File: src/rtl/cordic_rr_scheduler.sv
// ============================================================================
// cordic_rr_scheduler
//
// Shares a single CORDIC sin/cos core between NUM_REQ requesters. Each
// requester hands over an IEEE754 single-precision angle; the scheduler
// forwards it bit-exact to the core, waits for the result (with a completion
// timeout) and returns Q15 sin/cos on a shared response bus to the requester
// that owns the job.
//
// Arbitration is round-robin: the search for the next grant starts one past
// the requester whose response most recently completed. The pointer moves
// only on response completion, so a requester holding req_valid waits at most
// NUM_REQ-1 jobs.
//
// Handshake semantics (both channels, per requester i):
//   A transfer happens on a rising clk edge where valid[i] and ready[i] are
//   both high. A requester keeps req_valid[i] and its angle stable until the
//   transfer; the scheduler keeps rsp_valid[i] and rsp_sin/rsp_cos/rsp_err
//   stable until rsp_ready[i] is seen. ready may depend combinationally on
//   valid, never the other way round.
//
// Ports:
//   clk, rst          clock (rising edge), synchronous active-high reset
//   req_valid/ready   per-requester job handshake (ready is one-hot)
//   req_angle         packed angles, requester i at [32*i+31:32*i]
//   rsp_valid/ready   per-requester result handshake (valid is one-hot)
//   rsp_sin/cos/err   shared result bus; err=1 means timeout, sin=cos=0
//   busy              high whenever the FSM is not IDLE
//   grant_id          requester currently owning (or last owning) the core
//   core_start        one-cycle start pulse to the CORDIC
//   core_angle        angle to the CORDIC, stable for the whole job
//   core_done         one-cycle completion pulse from the CORDIC
//   core_sin/cos      CORDIC results, valid with core_done
//   dbg_state         current FSM state (IDLE=0, START=1, WAIT=2, RESP=3)
// ============================================================================
module cordic_rr_scheduler #(
    parameter int NUM_REQ = 4,
    parameter int TIMEOUT = 255
) (
    input  logic                       clk,
    input  logic                       rst,
    input  logic [NUM_REQ-1:0]         req_valid,
    input  logic [NUM_REQ*32-1:0]      req_angle,
    output logic [NUM_REQ-1:0]         req_ready,
    output logic [NUM_REQ-1:0]         rsp_valid,
    input  logic [NUM_REQ-1:0]         rsp_ready,
    output logic [15:0]                rsp_sin,
    output logic [15:0]                rsp_cos,
    output logic                       rsp_err,
    output logic                       busy,
    output logic [$clog2(NUM_REQ)-1:0] grant_id,
    output logic                       core_start,
    output logic [31:0]                core_angle,
    input  logic                       core_done,
    input  logic [15:0]                core_sin,
    input  logic [15:0]                core_cos,
    output logic [1:0]                 dbg_state
);

    localparam int GW = $clog2(NUM_REQ);
    // The counter only ever reaches TIMEOUT-1, so clog2(TIMEOUT) bits suffice.
    localparam int CW = (TIMEOUT < 2) ? 1 : $clog2(TIMEOUT);
    localparam logic [CW-1:0] TO_LAST = CW'(TIMEOUT - 1);

    typedef enum logic [1:0] {
        S_IDLE  = 2'd0,
        S_START = 2'd1,
        S_WAIT  = 2'd2,
        S_RESP  = 2'd3
    } state_t;

    state_t          state;
    state_t          state_n;
    logic [GW-1:0]   last;       // requester whose response completed last
    logic [CW-1:0]   cnt;        // WAIT cycle counter for the timeout

    // Combinational arbitration results
    logic            arb_found;
    logic [GW-1:0]   arb_idx;
    logic [GW-1:0]   cand;
    logic [31:0]     sel_angle;

    // FSM decode strobes
    logic            accept;
    logic            wait_done;
    logic            wait_to;
    logic            rsp_fire;

    // ------------------------------------------------------------------
    // Round-robin search: offsets 1..NUM_REQ from last, so the requester
    // that was just served is considered last.
    // ------------------------------------------------------------------
    always_comb begin
        arb_found = 1'b0;
        arb_idx   = '0;
        cand      = '0;
        for (int k = 1; k <= NUM_REQ; k++) begin
            cand = GW'((int'(last) + k) % NUM_REQ);
            if (!arb_found && req_valid[cand]) begin
                arb_found = 1'b1;
                arb_idx   = cand;
            end
        end
    end

    // Angle of the winning requester, selected with constant part-selects.
    always_comb begin
        sel_angle = '0;
        for (int i = 0; i < NUM_REQ; i++) begin
            if (GW'(i) == arb_idx) begin
                sel_angle = req_angle[32*i +: 32];
            end
        end
    end

    // ------------------------------------------------------------------
    // Next-state and handshake outputs
    // ------------------------------------------------------------------
    always_comb begin
        state_n   = state;
        req_ready = '0;
        rsp_valid = '0;
        accept    = 1'b0;
        wait_done = 1'b0;
        wait_to   = 1'b0;
        rsp_fire  = 1'b0;
        case (state)
            S_IDLE: begin
                // core_done is deliberately not looked at here: a result from
                // a job killed by reset must not surface.
                if (arb_found) begin
                    req_ready[arb_idx] = 1'b1;
                    accept             = 1'b1;
                    state_n            = S_START;
                end
            end
            S_START: begin
                state_n = S_WAIT;
            end
            S_WAIT: begin
                // Done has priority over a coincident timeout.
                if (core_done) begin
                    wait_done = 1'b1;
                    state_n   = S_RESP;
                end else if (cnt == TO_LAST) begin
                    wait_to = 1'b1;
                    state_n = S_RESP;
                end
            end
            S_RESP: begin
                rsp_valid[grant_id] = 1'b1;
                if (rsp_ready[grant_id]) begin
                    rsp_fire = 1'b1;
                    state_n  = S_IDLE;
                end
            end
            default: begin
                state_n = S_IDLE;
            end
        endcase
    end

    assign core_start = (state == S_START);
    assign busy       = (state != S_IDLE);
    assign dbg_state  = state;

    // ------------------------------------------------------------------
    // State and datapath registers
    // ------------------------------------------------------------------
    always_ff @(posedge clk) begin
        if (rst) begin
            state      <= S_IDLE;
            last       <= GW'(NUM_REQ - 1);
            grant_id   <= '0;
            core_angle <= '0;
            cnt        <= '0;
            rsp_sin    <= '0;
            rsp_cos    <= '0;
            rsp_err    <= 1'b0;
        end else begin
            state <= state_n;

            if (accept) begin
                grant_id   <= arb_idx;
                core_angle <= sel_angle;
            end

            if (state == S_START) begin
                cnt <= '0;
            end else if (state == S_WAIT) begin
                cnt <= cnt + CW'(1);
            end

            if (wait_done) begin
                rsp_sin <= core_sin;
                rsp_cos <= core_cos;
                rsp_err <= 1'b0;
            end else if (wait_to) begin
                rsp_sin <= '0;
                rsp_cos <= '0;
                rsp_err <= 1'b1;
            end

            // Fairness pointer moves only when a response is consumed.
            if (rsp_fire) begin
                last <= grant_id;
            end
        end
    end

endmodule
File: config.mk
export PLATFORM = sky130hd
export DESIGN_NAME = cordic_rr_scheduler
export DESIGN_NICKNAME = d
export VERILOG_FILES = /design/src/rtl/cordic_rr_scheduler.sv
export SDC_FILE = /design/constraint.sdc
export NUM_CORES = 1
export LEC_CHECK = 0
export CELL_PAD_IN_SITES_DETAIL_PLACEMENT = 1
export CELL_PAD_IN_SITES_GLOBAL_PLACEMENT = 1
export CORE_AREA = 3 3 131 133
export DETAILED_ROUTE_END_ITERATION = 10
export DIE_AREA = 0 0 134 136
export GPL_ROUTABILITY_DRIVEN = 0
export HOLD_SLACK_MARGIN = 0.03
export PLACE_DENSITY = 0.87
export SYNTH_ARGS = -nofsm -noshare
export SYNTH_HDL_FRONTEND = slang
export SYNTH_SLANG_ARGS = --single-unit
File: constraint.sdc
create_clock -name clk -period 5.8 [get_ports clk]
set_clock_uncertainty 0.1 [all_clocks]
set_input_delay 1.16 -clock clk [delete_from_list [all_inputs] [get_ports clk]]
set_output_delay 1.16 -clock clk [all_outputs]
set_load 0.005 [all_outputs]
After elaboration in Yosys (flattened, before gate mapping) --
Cells that the tools add are included. Widths: inputs -> output; s select.
Word-level totals: output and inout bits 79, register bits 79, input port bits 171
Cells by class: $add $sub $neg 5, order comparisons 8, equal/unequal tests 10, mux-type cells 46, reduce and logical (&&, ||, !) cells 15
Operator list (number):
- $mux 32 | 4
- $mux 16 | 3
- $mux 1 | 20
- $lt 2x3->1 const B | 6
- $mux 2 | 8
- $mux 4 | 3
- $bmux 1 s2 | 5
- $add 8x1->8 const B | 1
- $eq 8x8->1 const B | 1
- $pmux 2 s4 | 1
- $logic_and 1x1->1 | 5
- $add 2x1->2 const B | 2
- $add 2x2->2 const B | 2
- $demux 1 s2 | 2
- $eq 2x2->1 const A | 2
- $eq 2x2->1 const B | 2
- $ge 2x1->1 const B | 2
- $logic_not 2->1 | 2
- $ne 2x2->1 const B | 2
- $reduce_bool 2->1 | 2
- $reduce_or 2->1 | 2
- $logic_not 1->1 | 3
- $ne 3x3->1 const B | 1
- $reduce_and 3->1 | 1
- other kinds (2) | 2

Depth between registers and ports, before layout --
Gate-level depths: netlist of the first run.
depth after elaboration 19, mapped depth 9, mapped depth without buffers 7

Least setup slack after synthesis of the first run --
No wires, ideal clock.
path kind input to output, start input req_valid[1], end output req_ready[2], data required time 4.540 ns, setup slack 2.244 ns, stages on the path 7, arrival 2.296 ns, cells stage by stage buf_6 or2_4 a31o_4 nor2_8 buf_8 nand2_1 nor2_1
On the way: cells in the longest elaborated chain, start to end 18
RTL lines:
- from (decl) | line 42 | input logic [NUM_REQ-1:0] req_valid,
- $bmux 1 s2 | line 99 | if (!arb_found && req_valid[cand]) begin
- $mux 1 (implied by the code) | line 99
- $mux 1 | line 99
- $logic_not 1->1 | line 99
- $logic_and 1x1->1 | line 99
- $mux 1 | line 99
- $logic_not 1->1 | line 99
- $logic_and 1x1->1 | line 99
- [... 2 more ...]
- $logic_and 1x1->1 | line 99
- $mux 2 | line 99
- $lt 2x3->1 (implied by the code) / $ge 2x1->1 (equally long branches) | line 132 | req_ready[arb_idx] = 1'b1;
- $logic_and 1x1->1 (implied by the code) | line 132
- $mux 1 (implied by the code) | line 132
- $demux 1 s2 | line 132
- $mux 4 * | line 131 | if (arb_found) begin
- $mux 4 * | line 127 | case (state)
- to (decl) | line 44 | output logic [NUM_REQ-1:0] req_ready,
Mark *: on every way between the ends. The rest lies on a longest branch, timed or not. The select of a mux whose other input is x is not followed.

Worst setup path in the final report of the first run --
Same ends and word-level chain as after synthesis.

==> results of run 1 <==
## synthesized netlist by cell type, types with 3 or more instances
| cell type | count |
|---|---|
| a211oi_1 | 22 |
| a21o_1 | 13 |
| a21oi_1 | 8 |
| a221oi_1 | 21 |
| a22oi_1 | 32 |
| and3_1 | 10 |
| buf_2 | 12 |
| clkbuf_1 | 23 |
| dfxtp_1 | 79 |
| ha_1 | 6 |
| inv_1 | 6 |
| mux2i_1 | 15 |
| nand2_1 | 22 |
| nand2b_1 | 3 |
| nand3_1 | 14 |
| nand4_1 | 4 |
| nor2_1 | 62 |
| o21a_1 | 3 |
| o21ai_0 | 23 |
| o21bai_1 | 9 |
| o221ai_1 | 11 |
| o32ai_1 | 9 |
| xor2_1 | 4 |
## worst max-delay path, delay by kind of cell
| kind | cells | cell delay (ps) |
|---|---|---|
| compound gates | 1 | 310 |
| buf+inv | 2 | 1110 |
| simple gates | 4 | 950 |
## area by class of cell
cell class / instances / area, sq um / area share
clock buffer: 13 / 270.3 / 0.03913
timing repair buffer: 255 / 2532 / 0.3667
inverter: 6 / 22.52 / 0.003261
sequential: 79 / 1582 / 0.2290
multi-input combinational: 328 / 2205 / 0.3192
clock inverter: 3 / 25.02 / 0.003623
tap: 216 / 270.3 / 0.03913
## report_power, final
part / leakage (nW) / internal [mW] / switching (mW)
logic: 1.69 / 0.556 / 0.510
clock network: 0.142 / 0.328 / 0.237
registers: 0.647 / 0.675 / 0.0863
## path summary, 6_finish.rpt
path                                      from        endpoint  slack [ps]  depth (start not counted)
worst max-delay path              req_valid[1]    req_ready[2]         980                          7
worst min-delay path            core_angle[13]  core_angle[13]         360                          2
worst max register to register         last[1]  core_angle[14]        3100                          5
worst min register to register  core_angle[13]  core_angle[13]         360                          2
## registers in the layout (all words and copies together) (netlist names)
name	flops
cnt	8
core_angle	32
rsp_sin	16
grant_id	2
rsp_cos	16
last	2
dbg_state	2
rsp_err	1
## kinds of logic (layout without fill, tap and decap cells)
kind of cell	Yosys count	count (layout)	share of synthesized area
flip-flops	79	79	0.3979
AO/OA/AOI/OAI	170	170	0.3192
XOR/XNOR	5	5	0.01102
multiplexers	17	17	0.04627
adder cells (fa/ha/maj)	6	6	0.01889
AND/OR/NAND/NOR	130	130	0.1533
buffers and inverters	46	277	0.05351
## layer usage
layer | global-route usage | routed length [um]
met1 | 0.2092 | 6979
met2 | 0.3307 | 8815
met3 | 0.04182 | 909
met4 | 0.07086 | 443
met5 | 0 | 0
==> impl_results.md, run 1 <==
* Status: completed
* Hold_ws at about 360 ps
* Clk_lat worst skew at roughly 340 ps
* Die Y-Extent at 136 um
* Most common cell after layout, fill and taps aside: clkdlybuf4s50_1
* Crit-path max FO at 15
* Most frequent cells in the layout: clkdlybuf4s50_1 (248), dfxtp_1 (79), nor2_1 (62)
* Final instance area at 6907 sq um
* Post-route ant nets at 0
* CTS tree: done
* Root Driver: clkbuf_16
* Pleak at ~2.5 nW
* PortBufs at approximately 250
* Ant diodes at 0
* Initial Util at 0.2493
* Yosys reg bits at 79
* Area leader, netlist: dfxtp_1
* Wirelength, routed at 17150 um
* Worst EP arrival at 3560 ps
* Number of gates resized after cts at 0
* Initial antenna violation count at 0
* Fin util at 0.4332
* Synthesis Warnings at 0
* DP HPWL at 13130 um
* Slew headroom at 0.3179
* Worst hold path class: reg2reg
* Place WS at 935.4 ps
* Routed vias/inst at roughly 5.0
* Sum Neg Setup Slack at 0 ps
* Dpl cell area at around 6600 sq um
* Chip width at between 100 and 150 um
* PwrDens at around 350 nW/um^2
* Clock Path Buffers at 2
* Fill count at 1817
* Share of flip-flops with an asynchronous set or reset at 0
* Synthesized cell area at 3975 sq um
* EDFF count, synth at 0
* First-pass DRT Iterations at 5
* Cts bufs inserted at 9
* GRT overflow at 0
* Hold_buf cts at 0
* Post-CTS Setup Bufs at 0
* Distinct cells, synth at 53
* Primary FF master, synth: dfxtp_1
* RSZ-0062 raised after global routing: false
* Top-area cell type share of the netlist area at 0.3979
* Max VDD drop at approximately 0.00014 V
* Row cnt at 46
* Initial DRC count at ~300
* Most used cell, CP: clkdlybuf4s50_1
* CP cell instances: clkdlybuf4s50_1 > or2_4 > a31o_4 > nor2_8 > nand2_1 > nor2_1 > clkdlybuf4s50_1
* Largest net degree at the start of global routing at 75
* Tot GR Track Use at 0.1829
* Max incr delay on CP at 590 ps
* Synthesized net count at 630
* First-pass GRT wire length at about 26000 um
* Peak Freq at 207.4 MHz
* H-Tree Depth at 3
* Fin cells at 900
* Mapped Cells at 453
* Die area at 18220 sq um
* Sequential area share after synthesis at 0.3979
* Worst-path clk slew at 60 ps
* Final Hold Fails at 0
* Clk sinks at 79
* Setup crit start kind: primary input
* WS Path Type: in2out
* Top post-synthesis cells by area: dfxtp_1 (40%), a22oi_1 (6.0%), nor2_1 (5.9%)
* Remaining DRCs at 0
* PnR Total Power at between 2 and 2.5 mW
* Total number of vias at 4529
* Worst-Margin Slew at 1020 ps
* Crit path time final at 4821 ps
* Final Max Tran Viols at 0
* Syn-to-layout area delta at 73.75%
* Layout cell share with drive strength beyond 1 at 0.05263
* WP data required at 4540 ps
* Fin nets at 856
* Final setup vio count at 0
* Setup slack after layout at around 1000 ps
* DR WL/cell at ~19 um
* Cell with the largest stage delay on the worst path: clkdlybuf4s50_1
* I/O pins at 250
* Average instance area after synthesis at 8.775 sq um
* Period utilization at 0.8312
* Max Cap Viol at 0
* Post-Place Cells at 884
* Crit end category: primary output
* Core area at 15940 sq um
* Number of global-route vias before repair at 4807
Note: power is estimated with default switching activity, not from simulation.
==> inputs of run 2 (changes only) <==
CORE_AREA = 3 3 136 138   (was 3 3 131 133)
DIE_AREA = 0 0 139 141   (was 0 0 134 136)
PLACE_DENSITY = 0.85   (was 0.87)
clock period = 4 ns   (was 5.8 ns; I/O delays follow)
==> run 2 against run 1 <==
  * First-iteration DRC count shrank 37%
  * Critical path type unchanged
  * Combinational power up 45%
  * Sequential cell count unchanged
  * Global-route usage shrank 1.3 points
  * Utilization down 2.8 points
  * Die area up 7.5%
  * Via count rose by 1.6%
  * Highest routed layer unchanged
  * Total power rose by 49%
==> impl_results.md, run 2 (synthesis results as in run 1) <==
* Met2 Track Usage GR at 0.3004 (was 0.3307)
* Worst Reg2Reg Path Length in Cells at 5 (unchanged)
* Most frequent cells in the layout: clkdlybuf4s50_1 (248), dfxtp_1 (79), nor2_1 (62) (unchanged)
* R2R Setup Slk at 1530 ps (was 3100 ps)
* CTS tree: done (unchanged)
* Worst Hold Depth at 2 (unchanged)
* Final instance area at 7012 sq um (was 6907 sq um)
* Clk_lat worst skew at 340 ps (about the same)
* PwrDens at 507.6 nW/um^2 (was 346.2 nW/um^2)
* Setup slack after layout at 231.1 ps (was 979.1 ps)
* Hold_buf cts at 0 (unchanged)
* Routed vias/inst at 5.005 (was 5.032)
* Clock Path Buffers at 2 (unchanged)
* Syn-to-layout area delta at 76.39% (was 73.75%)
* First-pass GRT wire length at 26630 um (was 26120 um)
* Met3 Use GR at 0.04613 (was 0.04182)
* Setup crit start kind: primary input (unchanged)
* Die Y-Extent at 141 um (was 136 um)
* Final Hold Fails at 0 (unchanged)
* Grt peak-use layer: met2 (unchanged)
* DP HPWL at 13350 um (was 13130 um)
* Wirelength, routed at 17390 um (was 17150 um)
* Worst hold path class: reg2reg (unchanged)
* WS Path Type: in2out (unchanged)
* Reg-to-reg critical path endpoint: core_angle[21] (was core_angle[14])
* Max VDD drop at 0.0002079 V (was 0.0001359 V)
* Area of the multi-input gates at 2197 sq um (was 2205 sq um)
* RSZ-0062 raised after global routing: false (unchanged)
* Crit path time final at 3769 ps
* PnR Total Power at 3.559 mW (was 2.391 mW)
* Worst EP arrival at 2870 ps (was 3560 ps)
* Reg-to-Reg Start: last[1] (unchanged)
* Final setup vio count at 0 (unchanged)
* First-pass DRT Iterations at 4 (was 5)
* Max reg flops at 32 (unchanged)
* Fin cells at 919 (was 900)
* Crit-path max FO at 14 (was 15)
* Register with the most flip-flops: core_angle (unchanged)
* Core area at 17300 sq um (was 15940 sq um)
* Clk sinks at 79 (unchanged)
* Remaining DRCs at 0 (unchanged)
* GRT overflow at 0 (unchanged)
* Total number of vias at 4600 (was 4529)
* Post-route ant nets at 0 (unchanged)
* Initial Util at 0.2298 (was 0.2493)
* Tot GR Track Use at 0.1697 (was 0.1829)
* DR WL/cell at 18.92 um (was 19.05 um)
* Cts bufs inserted at 9 (unchanged)
* Fin util at 0.4054 (was 0.4332)
* PortBufs at 249 (unchanged)
* Hold EP: core_angle[13] (unchanged)
* Worst-Margin Slew at 968.5 ps (was 1020 ps)
* Hold_ws at 355.8 ps (was 359.1 ps)
* Crit end category: primary output (unchanged)
* Final Max Tran Viols at 0 (unchanged)
* Worst Min Path Start: core_angle[13] (unchanged)
* Pleak at 2.536 nW (was 2.482 nW)
* Place WS at 237.4 ps (was 935.4 ps)
* Largest regs: core_angle (32), rsp_cos (16), rsp_sin (16) (unchanged)
* Sum Neg Setup Slack at 0 ps (unchanged)
* Register area at 1582 sq um (unchanged)
* Number of global-route vias before repair at 4924 (was 4807)
* Most common cell after layout, fill and taps aside: clkdlybuf4s50_1 (unchanged)
* Largest net degree at the start of global routing at 53 (was 75)
* Row cnt at 48 (was 46)
* Slew headroom at 0.3543 (was 0.3179)
* Layout cell share with drive strength beyond 1 at 0.06628 (was 0.05263)
* Met1 Resource Use GR at 0.1939 (was 0.2092)
* Worst-path clk slew at 60 ps (about the same)
* Status: completed (unchanged)
* Die area at 19600 sq um (was 18220 sq um)
* Ant diodes at 0 (unchanged)
* Initial DRC count at 191 (was 301)
* Fin nets at 866 (was 856)
* Dpl cell area at 6690 sq um (was 6611 sq um)
* Fill count at 2033 (was 1817)
* Number of gates resized after cts at 0 (unchanged)
* H-Tree Depth at 3 (unchanged)
* Initial antenna violation count at 0 (unchanged)
* WP data required at 3100 ps (was 4540 ps)
* Peak Freq at approximately 270 MHz
* Root Driver: clkbuf_16 (unchanged)
* Period utilization at 0.9422
* Post-CTS Setup Bufs at 0 (unchanged)
* Max Cap Viol at 0 (unchanged)
* I/O pins at 250 (unchanged)
* Post-Place Cells at 903 (was 884)
* Chip width at 139 um (was 134 um)
==> run 2: where the power goes <==
group          internal, mW  leakage, nW  switching, mW
registers             0.978        0.647          0.122
clock network         0.552        0.150          0.354
logic                 0.822         1.74          0.731
==> run 2: routing by layer <==
layer | up-vias | share of wire
li1 | 2187 | -
met5 | - | 0
met3 | 35 | 0.060
met4 | 0 | 0.033
met2 | 169 | 0.50
met1 | 2209 | 0.41
==> run 2: worst max path at each step <==
stage / startpoint / end / slack [ps] / cells past startpoint
after CTS: req_valid[0] / req_ready[3] / 210 / 7
after floorplan: req_valid[1] / req_ready[2] / 1160 / 7
after global placement: req_valid[0] / req_ready[3] / 240 / 7
final: req_valid[0] / req_ready[3] / 230 / 7
after global routing: req_valid[0] / req_ready[3] / 100 / 7
after detailed placement: req_valid[0] / req_ready[3] / 240 / 7
==> run 2: cell type report <==
| cell class | count | area share |
|---|---|---|
| clock inverters | 6 | 0.01320 |
| inverters | 6 | 0.003212 |
| multi-input cells | 328 | 0.3133 |
| clock buffers | 10 | 0.03266 |
| flip-flops and latches | 79 | 0.2256 |
| well taps | 225 | 0.04015 |
| repair buffers | 265 | 0.3719 |
==> run 2: worst max-delay path, cell delays in order <==
cell and delay [ps]:
clkdlybuf4s50_1 460, or2_4 290, a31o_4 320, nor2_8 130
nand2_1 100, nor2_1 220, clkdlybuf4s50_1 550
==> inputs of run 3 (changes only) <==
CELL_PAD_IN_SITES_GLOBAL_PLACEMENT = 2   (was 1)
CORE_AREA = 3 3 153 155   (was 3 3 136 138)
DIE_AREA = 0 0 156 158   (was 0 0 139 141)
GPL_TIMING_DRIVEN = 0   (was unset)
PLACE_DENSITY = 0.86   (was 0.85)
==> run 3 against run 2 <==
  * Setup slack lost 110 ps
  * Non-clock buffer count rose by 23
  * Final area rose by 2.0%
  * Die area rose by 26%
  * Global-route usage is 2.1 points lower
  * Maximum frequency shrank 2.8%
  * Sequential power barely moved
  * Utilization decreased by 8.0 points
  * Critical endpoint unchanged
==> impl_results.md, run 3 (synthesis results as in run 1) <==
* Status: completed (unchanged)
* Ant diodes at 0 (unchanged)
* Final setup vio count at 0 (unchanged)
* RSZ-0062 raised after global routing: false (unchanged)
* CP cell instances: clkdlybuf4s50_1 > nor2_2 > a31o_2 > nor2_8 > buf_8 > nand2_1 > nor2_1 > clkdlybuf4s50_1 (was clkdlybuf4s50_1 > or2_4 > a31o_4 > nor2_8 > nand2_1 > nor2_1 > clkdlybuf4s50_1)
* Worst EP arrival at 2980 ps (was 2870 ps)
* Max VDD drop at 0.0002378 V (was 0.0002079 V)
* Worst-path clk slew at 60 ps (about the same)
* Register with the most flip-flops: core_angle (unchanged)
* Die Y-Extent at 158 um (was 141 um)
* Total number of vias at 4594 (was 4600)
* Layout cell share with drive strength beyond 1 at 0.06695 (was 0.06628)
* PortBufs at 247 (was 249)
* I/O pins at 250 (unchanged)
* Fin nets at 889 (was 866)
* Part of the power in combinational logic at 0.446 (was 0.436)
* Fill count at 2538 (was 2033)
* Net Sw Frac at 0.3493 (was 0.3393)
* Final Max Tran Viols at 0 (unchanged)
* Dpl cell area at 6798 sq um (was 6690 sq um)
* Worst hold path class: reg2reg (unchanged)
* Most common cell after layout, fill and taps aside: clkdlybuf4s50_1 (unchanged)
* Post-route ant nets at 0 (unchanged)
* Wirelength, routed at 19070 um (was 17390 um)
* Routed vias/inst at 4.608 (was 5.005)
* Most frequent cells in the layout: clkdlybuf4s50_1 (246), dfxtp_1 (79), nor2_1 (62) (was clkdlybuf4s50_1 (248), dfxtp_1 (79), nor2_1 (62))
* Post-Place Cells at 980 (was 903)
* Final Hold Fails at 0 (unchanged)
* H-Tree Depth at 3 (unchanged)
* First-pass GRT wire length at 28060 um (was 26630 um)
* DR WL/cell at 19.13 um (was 18.92 um)
* Setup slack after layout at 122.3 ps (was 231.1 ps)
* Tot GR Track Use at 0.1491 (was 0.1697)
* Worst-Margin Slew at 938.0 ps (was 968.5 ps)
* Clk_lat worst skew at 340 ps (about the same)
* Largest regs: core_angle (32), rsp_cos (16), rsp_sin (16) (unchanged)
* Number of global-route vias before repair at 4736 (was 4924)
* Place WS at -388.3 ps (was 237.4 ps)
* DP HPWL at 15090 um (was 13350 um)
* Register area at 1582 sq um (unchanged)
* WS Path Type: in2out (unchanged)
* Design internal power at 2.362 mW (was 2.352 mW)
* Most used cell, CP: clkdlybuf4s50_1 (unchanged)
* Cts bufs inserted at 9 (unchanged)
* Crit-path max FO at 10 (was 14)
* CTS tree: done (unchanged)
* Fin util at 0.3256 (was 0.4054)
* Fin cells at 997 (was 919)
* Initial Util at 0.1810 (was 0.2298)
* Chip width at 156 um (was 139 um)
* Worst Hold Depth at 2 (unchanged)
* Peak Freq at 257.9 MHz (was 265.3 MHz)
* Clock group share of total power at 0.251 (was 0.255)
* Max reg flops at 32 (unchanged)
* Core area at 21960 sq um (was 17300 sq um)
* Cell family with the largest share of critical-path delay: buffers and inverters (unchanged)
* Initial antenna violation count at 1 (was 0)
* Net Sw Power at 1.268 mW (was 1.207 mW)
* PnR Total Power at 3.630 mW (was 3.559 mW)
* WP data required at 3100 ps (about the same)
* Hold_ws at 354.4 ps (was 355.8 ps)
* Largest net degree at the start of global routing at 19 (was 53)
* Syn-to-layout area delta at 79.89% (was 76.39%)
* Crit path time final at 3878 ps (was 3769 ps)
* Share of power burned in registers at 0.303 (was 0.309)
* Max Cap Viol at 0 (unchanged)
* Root Driver: clkbuf_16 (unchanged)
* Slew headroom at 0.3704 (was 0.3543)
* Remaining DRCs at 0 (unchanged)
* Crit end category: primary output (unchanged)
* Clock Path Buffers at 2 (unchanged)
* Setup crit start kind: primary input (unchanged)
* Cell depth of the worst setup path at 8 (was 7)
* Die area at 24650 sq um (was 19600 sq um)
* Final instance area at 7151 sq um (was 7012 sq um)
* Clk sinks at 79 (unchanged)
* Initial DRC count at 210 (was 191)
* Crit path buf inv count at 3 (was 2)
* Period utilization at 0.9694 (was 0.9422)
* Row cnt at 54 (was 48)
* Cell with the largest stage delay on the worst path: clkdlybuf4s50_1 (unchanged)
* Pleak at 2.581 nW (was 2.536 nW)
* PwrDens at 507.7 nW/um^2 (was 507.6 nW/um^2)
* Worst Reg2Reg Path Length in Cells at 8 (was 5)
* GRT overflow at 0 (unchanged)
* Area of the multi-input gates at 2197 sq um (unchanged)
* First-pass DRT Iterations at 4 (unchanged)
* Max incr delay on CP at 620 ps (was 550 ps)
* Sum Neg Setup Slack at 0 ps (unchanged)
[run 3: changes by cell type in the layout (fill, tap and decap cells not counted), sizes merged]
cell,delta
clkbuf,+24
clkdlybuf4s50,-2
clkinv,+1
clkinvlp,-1
dlymetal6s2s,+1
[run 3: worst min-delay path: stages (launching register included)]
cell	delay [ps]
dfxtp_1	320
nand2_1	40
o21ai_0	50
[run 3: final timing paths]
| check | endpoint | startpoint | slack [ps] |
|---|---|---|---|
| max | req_ready[3] | req_valid[2] | 120 |
| min | core_angle[13] | core_angle[13] | 350 |
| max reg2reg | core_angle[21] | dbg_state[0] | 1550 |
| min reg2reg | core_angle[13] | core_angle[13] | 350 |
[run 3: power groups by stage]
stage	clock network (mW)	logic, mW	registers (mW)
after global routing	0.980	1.77	1.13
after floorplan	0	0.713	1.11
after CTS	0.950	1.63	1.10
after detailed placement	0	1.62	1.12
after global placement	0	1.61	1.11
final	0.912	1.62	1.10
[run 3: per-layer routing]
layer,routed length [um],track usage,vias up
met2,9656,0.2563,123
li1,-,-,2239
met1,8302,0.1896,2214
met5,12,0,-
met4,261,0.03659,2
met3,841,0.03417,16
[run 3: cell type report]
cell class              instances  share of cell area
multi-input cells             328              0.3073
well taps                     280             0.04899
plain buffers                  39             0.02660
clock buffers                  10             0.03202
clock inverters                 6             0.01260
repair buffers                249              0.3482
inverters                       6            0.003150
flip-flops and latches         79              0.2212
[run 3: what timing repair did]
item,in CTS,in global routing
setup endpoints to repair,4,3
pin swaps,1,1
resized for setup,3,3
hold buffers,0,0
buffers inserted,1,1
==> RTL change (config.mk and constraints of run 1) <==
Make the reset (`rst`) asynchronous in one clocked block. Comments in the files are not updated.
--- a/src/rtl/cordic_rr_scheduler.sv
+++ b/src/rtl/cordic_rr_scheduler.sv
@@ -169,3 +169,3 @@
     // ------------------------------------------------------------------
-    always_ff @(posedge clk) begin
+    always_ff @(posedge clk or posedge rst) begin
         if (rst) begin
Function: differs if rst is asserted again (counterexample within 4 cycles, from zero or initial values and one cycle with rst high); with rst held inactive, the same outputs for 10 cycles.
==> RTL change against run 1 <==
Combinational power grew 69%. Via count grew 4.2%. Area after synthesis grew 8.9%. Total power grew 43%. Setup slack lost 33 ps. Sequential share of layout area grew 4.3 points. Utilization grew 2.4 points. Final area grew 5.5%. Sequential cell count is the same. Wire length grew 11%. Count of clock-buffer cells in the layout shrank 4. Largest cell class unchanged.
==> RTL change: results (changes against run 1) <==
- Run status: finished clean
- Gates resized, CTS repair: 0 (unchanged)
- Vias in the first global route: 5127 (+6.7%)
- Post-DR wirelength/cell: 21.7 um (+14%)
- Worst Hold Launch: core_angle[22]
- Fraction of the yosys area taken by sequential cells: 45.7% (+5.9 points)
- Met1 GRT Util: 22.7% (+1.8 points)
- Post-synthesis async set-or-reset flop share: 100% (+100 points)
- Reg2reg start: last[1]
- Commonest cells post-synth: 77 x dfrtp_1, 32 x a22o_1, 29 x nand2_1
- Layout cells sized above 1: 7.45% (+2.2 points)
- GR Layer Usage met3: 4.96% (+0.78 points)
- All-layer global routing usage: 20.3% (+2.0 points)
- Pre-antenna DRT Iters: 4 (-1)
- Detailed placement HPWL: 14.5 mm (+10%)
- Clock Latency Late Sink: approximately 350 ps
- Critical Path AT: 3590 ps (+30 ps)
- Count of cell types in the netlist: 49 (-7.5%)
- Post-DR vias/cell: 5.40 (+7.2%)
- Slowest CP cell: clkdlybuf4s50_1
- Crit-path max FO: 33 (+18)
- Largest stage delay, worst path: 610 ps (+20 ps)
- Nets: 830 (-3.0%)
- CP startpoint: req_valid[2]
- Initial antenna violation count: 3 (+3)
- Synth area leaders: dfrtp_1 45%, a22o_1 6.5%, and4_1 3.0%
- M2 GR Usage: 36.8% (+3.8 points)
- First-pass GRT wire length: 28.9 mm (+11%)
- Leak Pwr: 0.00292 uW (+18%)
- TritonCTS Buffers: 9 (unchanged)
- Max VDD drop: 0.215 mV (+58%)
- Syn nets: 601 (-4.6%)
- Initial DRC count: 258 (-14%)
- Slew at the pin with the worst max-slew slack: 1260 ps (+236 ps)
- Pin count of the biggest net entering global routing: 50 (-33%)
- Post-DP Area: 0.00698 mm^2 (+5.6%)
[RTL change: cell types whose count changed after synthesis, moves of 16 or more]
cell,change
dfxtp_1,-79
dfrtp_1,+77
a22o_1,+32
o21ai_1,+16
a22oi_1,-32
o31ai_1,+17
nor2_1,-50
a221oi_1,-21
o21ai_0,-17
[RTL change: worst paths after layout]
path	to	slack, ps	cells past startpoint
max	req_ready[0]	950	7
min	core_angle[22]	380	2
max reg2reg	core_angle[25]	3460	4
min reg2reg	core_angle[22]	380	2
max in group asynchronous	rsp_sin[15]	3450	3
min in group asynchronous	rsp_cos[9]	1050	2
[RTL change: cell type report]
cell class / count / area, um^2
Clock buffer: 9 / 225
Clock inverter: 7 / 70.1
Inverter: 13 / 50.0
Multi-Input combinational cell: 293 / 2140
Timing Repair Buffer: 257 / 2550
Tap cell: 216 / 270
Sequential cell: 79 / 1980
Antenna cell: 1 / 2.50
Fill cell: 1779 / 8650
[RTL change: layer usage]
| layer | vias up | wire, um |
|---|---|---|
| met2 | 183 | 9980 |
| li1 | 2127 | - |
| met5 | - | 24 |
| met1 | 2365 | 7280 |
| met3 | 42 | 1010 |
| met4 | 4 | 682 |
[RTL change: worst max-delay path: cells and delay by family]
family / cells / cell delay (ps)
simple gates: 3 / 860
buf+inv: 3 / 1480
compound gates: 1 / 60
[RTL change: power by group]
part           switching (uW)  total, uW  internal [uW]
clock                     274        580            306
sequential                202       1030            825
combinational             831       1810            974
[RTL change: logic make-up (layout without fill, tap and decap cells)]
group | count (synthesis) | count (layout) | share of synthesized area (%)
compound gates | 172 | 172 | 30.7
fa+ha+maj | 6 | 6 | 1.73
other cells | 0 | 1 | 0
mux | 13 | 13 | 3.44
buf+inv | 52 | 286 | 5.23
simple gates | 102 | 102 | 13.2
flops | 79 | 79 | 45.7
[RTL change: per-stage QoR]
| stage | cells | utilization [%] | worst slack, ps | power (uW) |
|---|---|---|---|---|
| 2_1_floorplan | 424 | - | 2340 | 1910 |
| 3_3_place_gp | 858 | 43.8 | 1070 | 2740 |
| 3_5_place_dp | 858 | 43.8 | 999 | 2840 |
| 4_1_cts | 874 | 45.7 | 992 | 3450 |
| 5_1_grt | 874 | 45.7 | 743 | 3650 |
| 6_report | 875 | 45.7 | 946 | 3410 |
